==> config.mk <==
export PLATFORM = sky130hd
export DESIGN_NAME = lfsr_gen
export DESIGN_NICKNAME = d
export VERILOG_FILES = /design/src/rtl/lfsr_gen.sv
export SDC_FILE = /design/constraint.sdc
export NUM_CORES = 1
export LEC_CHECK = 0
export ABC_AREA = 1
export BUFFER_PORTS_ARGS = -buffer_cell sky130_fd_sc_hd__buf_2
export CORE_MARGIN = 5
export CORE_UTILIZATION = 40
export CTS_CLUSTER_DIAMETER = 40
export CTS_CLUSTER_SIZE = 12
export DETAILED_ROUTE_END_ITERATION = 10
export PLACE_DENSITY_LB_ADDON = 0.25
export SLEW_MARGIN = 30
export SYNTH_ARGS = -nofsm -noshare
export SYNTH_HDL_FRONTEND = slang
export SYNTH_SLANG_ARGS = --single-unit
==> constraint.sdc <==
create_clock -name clk -period 1.2 [get_ports clk]
set_input_delay 0.12 -clock clk [delete_from_list [all_inputs] [get_ports clk]]
set_output_delay 0.12 -clock clk [all_outputs]
set_load 0.01 [all_outputs]
==> src/rtl/lfsr_gen.sv <==
// Parametrised Galois/Fibonacci LFSR with seed load, zero-seed substitution and wrap detection.
// Define LFSR_PERIOD_CNT_EN to build the advance counter that reports the sequence period.
module lfsr_gen #(
    parameter int               WIDTH      = 16,
    parameter logic [WIDTH-1:0] TAPS       = 16'hB400,
    parameter int               MODE       = 0,
    parameter int               STEPS      = 1,
    parameter logic [WIDTH-1:0] RESET_SEED = 16'hACE1
) (
    input  logic             clk,
    input  logic             reset,
    input  logic             load,
    input  logic [WIDTH-1:0] seed,
    input  logic             en,
    output logic [WIDTH-1:0] state,
    output logic             out_bit,
    output logic             seed_zero,
    output logic             wrap,
    output logic [31:0]      period
);

    if (TAPS == {WIDTH{1'b0}}) begin : g_bad_taps
        $error("lfsr_gen: TAPS must not be all-zero");
    end
    if (RESET_SEED == {WIDTH{1'b0}}) begin : g_bad_seed
        $error("lfsr_gen: RESET_SEED must be non-zero");
    end
    if (WIDTH < 3 || WIDTH > 64) begin : g_bad_width
        $error("lfsr_gen: WIDTH out of range 3..64");
    end
    if (STEPS < 1 || STEPS > WIDTH) begin : g_bad_steps
        $error("lfsr_gen: STEPS out of range 1..WIDTH");
    end

    function automatic logic [WIDTH-1:0] shift_once(input logic [WIDTH-1:0] s);
        logic [WIDTH-1:0] r;
        logic             fb;
        fb = ^(s & TAPS);
        if (MODE == 0) begin
            r = (s >> 1) ^ (s[0] ? TAPS : {WIDTH{1'b0}});
        end else begin
            r = {fb, s[WIDTH-1:1]};
        end
        return r;
    endfunction

    function automatic logic [WIDTH-1:0] advance(input logic [WIDTH-1:0] s);
        logic [WIDTH-1:0] r;
        r = s;
        for (int i = 0; i < STEPS; i++) begin
            r = shift_once(r);
        end
        return r;
    endfunction

    logic [WIDTH-1:0] state_q, state_d;
    logic [WIDTH-1:0] ref_seed_q, ref_seed_d;
    logic             seed_zero_q, seed_zero_d;
    logic             wrap_q, wrap_d;
    logic [WIDTH-1:0] adv_s;
    logic [WIDTH-1:0] seed_eff_s;
    logic             hit_s;

    // Next-state selection: load beats advance beats hold
    always_comb begin
        adv_s       = advance(state_q);
        seed_eff_s  = (seed == {WIDTH{1'b0}}) ? RESET_SEED : seed;
        hit_s       = 1'b0;
        state_d     = state_q;
        ref_seed_d  = ref_seed_q;
        seed_zero_d = 1'b0;
        wrap_d      = 1'b0;
        if (load) begin
            state_d     = seed_eff_s;
            ref_seed_d  = seed_eff_s;
            seed_zero_d = (seed == {WIDTH{1'b0}});
        end else if (en) begin
            state_d = adv_s;
            hit_s   = (adv_s == ref_seed_q);
            wrap_d  = hit_s;
        end else begin
            state_d = state_q;
        end
    end

    // Core state, reference seed and pulse registers
    always_ff @(posedge clk) begin
        if (reset) begin
            state_q     <= RESET_SEED;
            ref_seed_q  <= RESET_SEED;
            seed_zero_q <= 1'b0;
            wrap_q      <= 1'b0;
        end else begin
            state_q     <= state_d;
            ref_seed_q  <= ref_seed_d;
            seed_zero_q <= seed_zero_d;
            wrap_q      <= wrap_d;
        end
    end

`ifdef LFSR_PERIOD_CNT_EN
    logic [31:0] adv_cnt_q, adv_cnt_d;
    logic [31:0] period_q, period_d;
    logic [31:0] cnt_inc_s;

    // Advance counter: restarts on load or wrap, latches the period on wrap
    always_comb begin
        cnt_inc_s = (adv_cnt_q == 32'hFFFF_FFFF) ? adv_cnt_q : adv_cnt_q + 32'd1;
        adv_cnt_d = adv_cnt_q;
        period_d  = period_q;
        if (load) begin
            adv_cnt_d = 32'd0;
        end else if (hit_s) begin
            adv_cnt_d = 32'd0;
            period_d  = cnt_inc_s;
        end else if (en) begin
            adv_cnt_d = cnt_inc_s;
        end else begin
            adv_cnt_d = adv_cnt_q;
        end
    end

    // Counter and period registers
    always_ff @(posedge clk) begin
        if (reset) begin
            adv_cnt_q <= 32'd0;
            period_q  <= 32'd0;
        end else begin
            adv_cnt_q <= adv_cnt_d;
            period_q  <= period_d;
        end
    end

    assign period = period_q;
`else
    assign period = 32'd0;
`endif

    assign state     = state_q;
    assign out_bit   = state_q[0];
    assign seed_zero = seed_zero_q;
    assign wrap      = wrap_q;

endmodule

==> summary.md, run 1 <==
| Metric | Value |
|---|---|
| Post-synthesis area per instance | `6.90 µm²` |
| Status | `completed` |
| RSZ-0062 raised after global routing | `no` |
| Initial DRC Count | `142` |
| Seq/Total Area, Yosys | `0.353` |
| WHS | `87.6 ps` |
| Initial antenna violation count | `0` |
| Final Non-Filler Cells | `375` |
| Lkg Pwr | `1.11 nW` |
| Crit Path Max Fanout | `4` |
| Power density over the cells | `1250 nW/µm²` |
| ANT cells | `0` |
| Vias in the first global route | `1648` |
| DIE HEIGHT | `79.4 µm` |
| Synth top area share | `0.353` |
| Worst-path cell chain | `xnor2_1 -> nand2_1 -> nor2_1 -> nand3_1 -> nor2_1` |
| Num rows | `25` |
| Die width | `79.4 µm` |
| IO buf count | `38` |
| Fmax | `0.972 GHz` |
| Max stage delay on crit path | `340 ps` |
| Final Skew | `7.18 ps` |
| Critical Path Start | `state[9]` |
| Clock root cell | `clkbuf_8` |
| Register clock-pin slew on the reported worst setup and hold paths | `70 ps` |
| CP Class | `flip-flop to flip-flop` |
| Worst Path Required | `1430 ps` |
| H-tree depth | `2` |
| Crit share post-route | `0.858` |
| Post-synth top area cell | `dfxtp_1` |
| Setup crit end | `wrap` |
| Flop pwr share | `0.479` |
| Ys async rst share | `0` |
| Clock buffer depth | `2` |
| CTS tree | `done` |
| Pin count of the biggest net entering global routing | `19` |
| Hpwl dp | `3.61 mm` |
| Setup bufs post-CTS | `0` |
| Final Power | `2.67 mW` |
| Count leader, synth | `nand2_1` |
| Synth warn | `0` |
| Synth Flop Type | `dfxtp_1` |
| DR vias | `1802` |
| First-pass GRT wire length | `7.79 mm` |
| Drt wl/cell | `13.0 µm` |
| Post-layout net count | `340` |
| Clock Sink Count | `34` |
| TNS Setup | `0 ps` |
| R2R depth | `5` |
| Io pins | `71` |
| Core region area | `4690 µm²` |
| Flops & latches, synth | `34` |
| Startpoint Class | `flip-flop` |
| # setup viols final | `0` |
| Post-synthesis cell count | `279` |
| R2R Setup Slk | `170 ps` |
| Combinational fraction of design power | `0.188` |
| Placer congestion estimate | `0.862` |
| Min-Delay Path Class | `input pin to flip-flop` |
| Final Instance Area | `2130 µm²` |
| Crit path DAT | `1260 ps` |
| Post-synth cell types | `24` |
| Mapped cell area | `1930 µm²` |
| Initial core utilization | `0.410` |
| DR DRC count | `0` |
| Placed cell areas | `2040 µm²` |
| Pins Over Slew Limit | `0` |
| Setup crit end kind | `flip-flop` |
| Synth area leaders | `dfxtp_1 (35%), nand2_1 (13%), buf_4 (13%), a21oi_1 (8.1%), nand3_1 (5.5%)` |
| Pre-CTS setup slack | `52.8 ps` |
| Placed instance count | `367` |
| Most frequent CP cell | `nor2_1` |
| Final WL | `4.86 mm` |
| Post-synth top cells | `nand2_1 (68), dfxtp_1 (34), buf_4 (33)` |
| Area Growth Syn to Fin | `10.8%` |
| Switch Pwr | `812 µW` |
| Hold path cells | `3` |
| Number of enable flip-flop cells after synthesis | `0` |
| Die ar. | `6300 µm²` |
| Fin util | `0.455` |
| Vias per cell | `4.81` |
| Cts hold-fix bufs | `0` |
| Global Route Usage Sum | `0.160` |
| Layout cell share with drive strength beyond 1 | `0.196` |
| Clk_lat worst skew | `290 ps` |
| Max VDD drop | `764 µV` |
| Worst setup margin | `171 ps` |
| GRT overflow | `0` |
| Fin. Hold Viols | `0` |
| Net Sw Frac | `0.304` |
| Tmin final | `1030 ps` |
| Max stage delay cell, worst path | `dfxtp_1` |
| Clock network power share | `0.333` |
| Post-DRT Antenna Nets | `0` |
| Reg2reg start | `state[9]` |
| Drt pass-1 iters | `4` |
| Internal power | `1.86 mW` |
| Maximum capacitance violations | `0` |
| Reg-to-reg endpoint | `wrap` |
| Total CTS buffers | `5` |
==> cells in the final DEF, fill, tap and decap left out, types with 2 or more instances in the layout <==
cell      Yosys  layout
buf_4        33       7
nor2_1       21      21
clkbuf_8      0       6
xnor2_1       6       6
inv_1        22      22
conb_1        1      32
inv_2         3       3
nand2_1      68      68
o21ai_0      21      21
buf_2         3      38
dfxtp_1      34      31
dfxtp_2       0       2
a21oi_1      31      31
nand3_1      21      21
==> logic make-up after synthesis <==
kind of cell / Yosys count / share of synthesized area
AOI/OAI and AO/OA: 53 / 0.138
other: 1 / 0.00195
xor gates and xnor gates: 7 / 0.0318
buffers and inverters: 68 / 0.216
DFF: 34 / 0.353
and+or+nand+nor: 116 / 0.259
==> metal layers <==
layer  GRT usage  up-vias  wire, µm
met3      0.0418        5       345
met2       0.265       72      2340
li1            -      898         -
met1       0.200      827      2100
met4      0.0567        0        70
met5           0        -         0
==> how the worst min path moves through the flow <==
| stage | endpoint | startpoint | slack (ps) |
|---|---|---|---|
| floorplan | ref_seed_q[0] | seed[0] | 260 |
| global placement | state[7] | seed[7] | 380 |
| detailed placement | ref_seed_q[13] | seed[13] | 380 |
| CTS | ref_seed_q[13] | seed[13] | 80 |
| global route | ref_seed_q[13] | seed[13] | 90 |
| finish | ref_seed_q[13] | seed[13] | 90 |
==> state kept, by name, summed over array words and instances (netlist names) <==
register and cells:
wrap 1, ref_seed_q 16, seed_zero 1, state 16
==> power by group through the flow <==
stage / clock network (mW) / registers [mW] / logic [mW]
after CTS: 0.901 / 1.28 / 0.502
after floorplan: 0 / 1.31 / 0.410
final: 0.889 / 1.28 / 0.502
after detailed placement: 0 / 1.30 / 0.499
after global placement: 0 / 1.30 / 0.498
after global routing: 0.969 / 1.29 / 0.568
==> critical path, delay by kind of cell (launching register included) <==
| family | cells | cell delay (ps) |
|---|---|---|
| xor gates and xnor gates | 1 | 230 |
| DFF | 1 | 340 |
| and+or+nand+nor | 4 | 410 |
==> repair_timing <==
action | 4_1_cts | 5_1_grt
gates resized for setup | 0 | 4
hold endpoints to repair | 0 | 0
setup endpoints to repair | 0 | 4
==> cell type report <==
cell class                 count  area, µm²
sequential                    34        687
clock buffer                   7       86.3
fill                         494       2560
multi-input combinational    208        945
timing repair buffer          45        243
tap                           54       67.6
inverter                      26        100
clock inverter                 1       5.00
(Power assumes the default switching activity.)
==> run 2, diff against run 1 <==
--- a/config.mk
+++ b/config.mk
@@ -12,6 +12,7 @@
 export CTS_CLUSTER_DIAMETER = 40
 export CTS_CLUSTER_SIZE = 12
 export DETAILED_ROUTE_END_ITERATION = 10
+export MAX_ROUTING_LAYER = met4
 export PLACE_DENSITY_LB_ADDON = 0.25
 export SLEW_MARGIN = 30
 export SYNTH_ARGS = -nofsm -noshare
==> constraint.sdc (replaced) <==
create_clock -name clk -period 1.19 [get_ports clk]
set_input_delay 0.119 -clock clk [delete_from_list [all_inputs] [get_ports clk]]
set_output_delay 0.119 -clock clk [all_outputs]
set_load 0.01 [all_outputs]
==> summary.md, run 2 (synthesis gave the netlist of run 1 again) <==
| Metric | Value |
|---|---|
| Status | `completed` |
| TNS Setup | `0 ps (unchanged)` |
| Num rows | `25 (unchanged)` |
| Final WL | `4.77 mm (-1.8%)` |
| Met2 Use GR | `0.231 (-0.0337)` |
| Most Used Layer, Global Route | `met2` |
| H-tree depth | `2 (unchanged)` |
| Min-Delay Path Class | `input pin to flip-flop` |
| Multi-input gate area | `945 µm² (unchanged)` |
| Worst-path cell chain | `buf_4 -> buf_2` |
| Crit share post-route | `0.876` |
| Cts hold-fix bufs | `0 (unchanged)` |
| Most common cell after layout, fill and taps aside | `nand2_1` |
| Area Growth Syn to Fin | `9.75%` |
| Setup bufs post-CTS | `0 (unchanged)` |
| GRT overflow | `0 (unchanged)` |
| DIE HEIGHT | `79.4 µm (unchanged)` |
| Pins Over Slew Limit | `0 (unchanged)` |
| CP Class | `flip-flop to primary output` |
| Clk_lat worst skew | `280 ps (about the same)` |
| Worst Path Required | `1070 ps (-360 ps)` |
| First-pass GRT wire length | `7.64 mm (-2.0%)` |
| Fin. Hold Viols | `0 (unchanged)` |
| Total CTS buffers | `5 (unchanged)` |
| Initial DRC Count | `153 (+7.7%)` |
| ANT cells | `0 (unchanged)` |
| Max VDD drop | `744 µV (-2.5%)` |
| Power density over the cells | `1230 nW/µm² (-2.1%)` |
| WHS | `93.5 ps (+5.89 ps)` |
| Pin count of the biggest net entering global routing | `23 (+4)` |
| Post-layout net count | `340 (unchanged)` |
| Levels on crit path | `2 (-3)` |
| Setup crit end kind | `primary output` |
| Vias in the first global route | `1557 (-5.5%)` |
| Initial core utilization | `0.410 (unchanged)` |
| Clock Sink Count | `34 (unchanged)` |
| Startpoint Class | `flip-flop` |
| Fmax | `0.959 GHz` |
| Hpwl dp | `3.56 mm (-1.4%)` |
| CTS tree | `done` |
| Grt met1 use | `0.224 (+0.0235)` |
| Drt pass-1 iters | `4 (unchanged)` |
| Maximum capacitance violations | `0 (unchanged)` |
| Global Route Usage Sum | `0.159 (-0.00131)` |
| Max stage delay on crit path | `370 ps (+30 ps)` |
| Met3 GRT Util | `0.0361 (-0.00564)` |
| Initial antenna violation count | `0 (unchanged)` |
| Final Skew | `3.65 ps (-3.53 ps)` |
| Vias per cell | `4.66 (-3.1%)` |
| Clock root cell | `clkbuf_8` |
| Max stage delay cell, worst path | `dfxtp_1` |
| Placer congestion estimate | `0.854 (-0.86%)` |
| Post-DRT Antenna Nets | `0 (unchanged)` |
| DR vias | `1741 (-3.4%)` |
| Layout cell share with drive strength beyond 1 | `0.184 (-0.0119)` |
| Core region area | `4690 µm² (unchanged)` |
| Lkg Pwr | `1.10 nW (-0.89%)` |
| # fillers | `509 (+3.0%)` |
| Register clock-pin slew on the reported worst setup and hold paths | `70 ps (about the same)` |
| Delay-heaviest family, CP | `flip-flops` |
| # setup viols final | `0 (unchanged)` |
| Die ar. | `6300 µm² (unchanged)` |
| Hold path cells | `3 (unchanged)` |
| RSZ-0062 raised after global routing | `no` |
| Count of cells resized by post-cts repair | `0 (unchanged)` |
| Crit Path Max Fanout | `3 (-1)` |
| Clock buffer depth | `2 (unchanged)` |
| R2R depth | `4 (-1)` |
| Drt wl/cell | `12.8 µm (-1.5%)` |
| Bufs and invs on worst path | `2 (+2)` |
| Io pins | `71 (unchanged)` |
| Most frequent cells in the layout | `nand2_1 (68), buf_2 (38), dfxtp_1 (33), conb_1 (32), a21oi_1 (31)` |
| IO buf count | `38 (unchanged)` |
| Tmin final | `1040 ps` |
| DR DRC count | `0 (unchanged)` |
| Crit path DAT | `920 ps (-340 ps)` |
| Die width | `79.4 µm (unchanged)` |
| FF/Latch Area | `682 µm² (-0.73%)` |
run 2: cell types whose count changed in the layout (fill, tap and decap cells not counted), sizes merged:
cell / change
clkinv: -1
run 2: where the power goes:
part,internal (mW),switching (mW),total [mW]
Combinational,0.192,0.313,0.505
Sequential,1.22,0.0743,1.29
Clock,0.403,0.394,0.797
run 2: cell type report:
cell class / count / share of cell area
clock buffer: 7 / 0.0361
tap: 54 / 0.0320
inverter: 26 / 0.0474
multi-input combinational: 208 / 0.447
sequential: 34 / 0.323
timing repair buffer: 45 / 0.115
run 2: per-stage QoR:
stage	std cells	setup WS (ps)	power, mW	util	area [µm²]
after floorplan	310	115	1.73	-	2040
after global placement	367	59.6	1.82	0.434	2040
after detailed placement	367	27.7	1.82	0.434	2040
after CTS	374	17.6	2.61	0.450	2110
after global routing	374	22.8	2.74	0.450	2110
final	374	148	2.59	0.450	2110
run 2: final timing paths:
kind | slack [ps] | end | start
worst max-delay path | 150 | state[6] | state[6]
worst min-delay path | 90 | ref_seed_q[13] | seed[13]
worst max register to register | 150 | state[10] | state[0]
worst min register to register | 480 | ref_seed_q[8] | ref_seed_q[8]
run 2: metal layers:
layer  wire [µm]  vias to the layer above  part of all wire
met5           0                        -                 0
met2        2230                       60              0.47
met3         314                        5             0.066
li1            -                      903                 -
met1        2190                      773              0.46
met4          35                        0            0.0073
run 2: worst reg2reg max path, cell delays in order (launching register included):
cell and delay [ps]:
dfxtp_2 420, nand2_1 90, and2_1 170, a21oi_1 150, nand3_1 80
==> run 3, diff against run 2 <==
--- a/config.mk
+++ b/config.mk
@@ -5,7 +5,6 @@
 export SDC_FILE = /design/constraint.sdc
 export NUM_CORES = 1
 export LEC_CHECK = 0
-export ABC_AREA = 1
 export BUFFER_PORTS_ARGS = -buffer_cell sky130_fd_sc_hd__buf_2
 export CORE_MARGIN = 5
 export CORE_UTILIZATION = 40
==> summary.md, run 3 <==
| Metric | Value |
|---|---|
| Hold path cells | `3 (unchanged)` |
| Synth warn | `0 (unchanged)` |
| Synth Flop Type | `dfxtp_1` |
| FF/Latch Area | `686 µm² (+0.55%)` |
| Clock root cell | `clkbuf_8` |
| Total CTS buffers | `5 (unchanged)` |
| Initial DRC Count | `88 (-42%)` |
| H-tree depth | `2 (unchanged)` |
| Die ar. | `6000 µm² (-4.8%)` |
| Most frequent cells in the layout | `buf_2 (38), conb_1 (32), dfxtp_1 (32), buf_4 (31), nor2_1 (25)` |
| Max stage delay cell, worst path | `dfxtp_4` |
| Final Power | `2.75 mW (+6.0%)` |
| Min-Delay Path Class | `input pin to flip-flop` |
| Worst setup margin | `-2.77 ps (-150 ps)` |
| Seq/Total Area, Yosys | `0.374 (+0.0204)` |
| Worst Path Required | `1400 ps (+330 ps)` |
| ANT cells | `0 (unchanged)` |
| Register clock-pin slew on the reported worst setup and hold paths | `70 ps (about the same)` |
| GRT overflow | `0 (unchanged)` |
| Flops & latches, synth | `34 (unchanged)` |
| IO buf count | `38 (unchanged)` |
| Core region area | `4380 µm² (-6.6%)` |
| Pins Over Slew Limit | `0 (unchanged)` |
| Multi-input gate area | `1010 µm² (+6.8%)` |
| Vias in the first global route | `1389 (-11%)` |
| # fillers | `440 (-14%)` |
| Pin count of the biggest net entering global routing | `37 (+61%)` |
| Hpwl dp | `3.27 mm (-8.2%)` |
| DR vias | `1456 (-16%)` |
| CP Class | `flip-flop to flip-flop` |
| Final Skew | `4.13 ps (+0.478 ps)` |
| Clk_lat worst skew | `300 ps (+20 ps)` |
| Maximum capacitance violations | `0 (unchanged)` |
| Io pins | `71 (unchanged)` |
| Synth area leaders | `dfxtp_1 (37%), buf_4 (14%), mux2i_1 (12%), xnor2_1 (5.3%), nor2_1 (5.2%)` |
| Post-synthesis area per instance | `8.97 µm² (+30%)` |
| Initial core utilization | `0.415 (+0.00484)` |
| R2R Setup Slk | `-3 ps (-150 ps)` |
| Crit share post-route | `1.00 (+0.126)` |
| Drt pass-1 iters | `5 (+1)` |
| Lkg Pwr | `1.09 nW (-0.93%)` |
| Crit path DAT | `1400 ps (+480 ps)` |
| Failing checks | `setup timing` |
| Post-synth top cells | `dfxtp_1 (34), buf_4 (33), nor2_1 (25)` |
| Clock buffer depth | `2 (unchanged)` |
| Mapped cell area | `1820 µm² (-5.5%)` |
| Max VDD drop | `798 µV (+7.2%)` |
| Levels on crit path | `4 (+2)` |
| Vias per cell | `4.56 (-2.0%)` |
| Synth top area share | `0.374 (+0.0204)` |
| Drt wl/cell | `13.1 µm (+2.9%)` |
| R2R depth | `4 (unchanged)` |
| # setup viols final | `1 (+1)` |
| Clock Sink Count | `34 (unchanged)` |
| Cts hold-fix bufs | `0 (unchanged)` |
| CTS tree | `done` |
| Fmax | `0.838 GHz (-13%)` |
| Post-DRT Antenna Nets | `0 (unchanged)` |
| Status | `complete, but fails checks` |
| DR DRC count | `0 (unchanged)` |
| Placer congestion estimate | `0.771 (-9.8%)` |
| Die width | `77.5 µm (-2.4%)` |
| Setup bufs post-CTS | `0 (unchanged)` |
| Initial antenna violation count | `0 (unchanged)` |
| Post-synth cell types | `27 (+13%)` |
| Tmin final | `1190 ps (+150 ps)` |
| Num rows | `24 (-4.0%)` |
| Ys async rst share | `0 (unchanged)` |
| Post-synthesis cell count | `203 (-27%)` |
| Fin util | `0.519 (+0.0681)` |
| Most common cell after layout, fill and taps aside | `buf_2` |
| Worst-path cell chain | `xnor2_2 -> xor2_1 -> nand3_1 -> nor4_2` |
| Fin. Hold Viols | `0 (unchanged)` |
| Setup crit end kind | `flip-flop` |
| Delay-heaviest family, CP | `flip-flops` |
| Global Route Usage Sum | `0.145 (-0.0133)` |
| Power density over the cells | `1210 nW/µm² (-1.4%)` |
| Area Growth Syn to Fin | `24.9%` |
| First-pass GRT wire length | `6.63 mm (-13%)` |
| Number of enable flip-flop cells after synthesis | `0 (unchanged)` |
| Crit Path Max Fanout | `4 (+1)` |
| Post-synth top area cell | `dfxtp_1` |
| Final WL | `4.19 mm (-12%)` |
| Post-layout net count | `286 (-16%)` |
| Layout cell share with drive strength beyond 1 | `0.326 (+0.141)` |
| RSZ-0062 raised after global routing | `yes` |
| Max stage delay on crit path | `390 ps (+20 ps)` |
| Bufs and invs on worst path | `0 (-2)` |
| Startpoint Class | `flip-flop` |
| Count leader, synth | `dfxtp_1` |
| DIE HEIGHT | `77.5 µm (-2.4%)` |
-- run 3: cell types whose count changed after synthesis, sizes merged, moves of 7 or more --
cell	before	now
o21ai	22	0
a21oi	31	10
nand3	21	7
inv	26	0
xor2	1	8
mux2i	0	22
nand2	70	12
-- run 3: worst paths after layout --
check | startpoint | to
setup / recovery | state[0] | wrap
hold / removal | seed[5] | ref_seed_q[5]
setup reg to reg | state[0] | wrap
hold reg to reg | ref_seed_q[13] | ref_seed_q[13]
-- run 3: logic make-up after synthesis --
family	count (synthesis)	synth area share
AND/OR/NAND/NOR	63	0.175
buffers and inverters	44	0.166
flip-flops	34	0.374
multiplexers	22	0.121
AO/OA/AOI/OAI	20	0.0708
XOR/XNOR	19	0.0914
other	1	0.00206
-- run 3: per-layer routing --
layer / wire [µm] / share of wire / global-route usage / up-vias
li1: - / - / - / 743
met1: 1940 / 0.46 / 0.188 / 653
met2: 1880 / 0.45 / 0.205 / 53
met3: 276 / 0.066 / 0.0382 / 7
met4: 91 / 0.022 / 0.0773 / 0
met5: 0 / 0 / - / -
-- run 3: area by class of cell --
class,count,share of cell area
sequential,34,0.302
clock buffer,7,0.0380
timing repair buffer,69,0.186
tap,52,0.0286
clock inverter,1,0.00220
multi-input combinational,156,0.444
-- run 3: timing repair --
| item | in CTS | in global routing |
|---|---|---|
| pin swaps | 3 | 2 |
| endpoints found under the hold margin | 0 | 0 |
| resized for setup | 7 | 3 |
| endpoints found under the setup margin | 1 | 11 |
-- run 3: worst min-delay path: stages --
cell and delay, ps:
buf_2 90, nand2_1 60, nand3_1 80
-- run 3: per-stage QoR --
stage / setup TNS [ps] / hold slack, ps / area [µm²] / setup WS, ps / instances
2_1_floorplan: -175 / 243 / 1940 / -23.3 / 234
3_3_place_gp: -3580 / 386 / 2120 / -252 / 311
3_5_place_dp: -3910 / 392 / 2120 / -268 / 311
4_1_cts: -14.2 / 80.7 / 2250 / -14.2 / 319
5_1_grt: -70.0 / 111 / 2270 / -70.0 / 319
6_report: -2.77 / 89.9 / 2270 / -2.77 / 319
-- run 3: power by group --
group / internal (mW) / switching (mW) / leakage, nW / total [mW]
sequential: 1.21 / 0.0677 / 0.283 / 1.28
clock: 0.466 / 0.419 / 0.0482 / 0.885
combinational: 0.279 / 0.302 / 0.759 / 0.581
total: 1.96 / 0.789 / 1.09 / 2.75
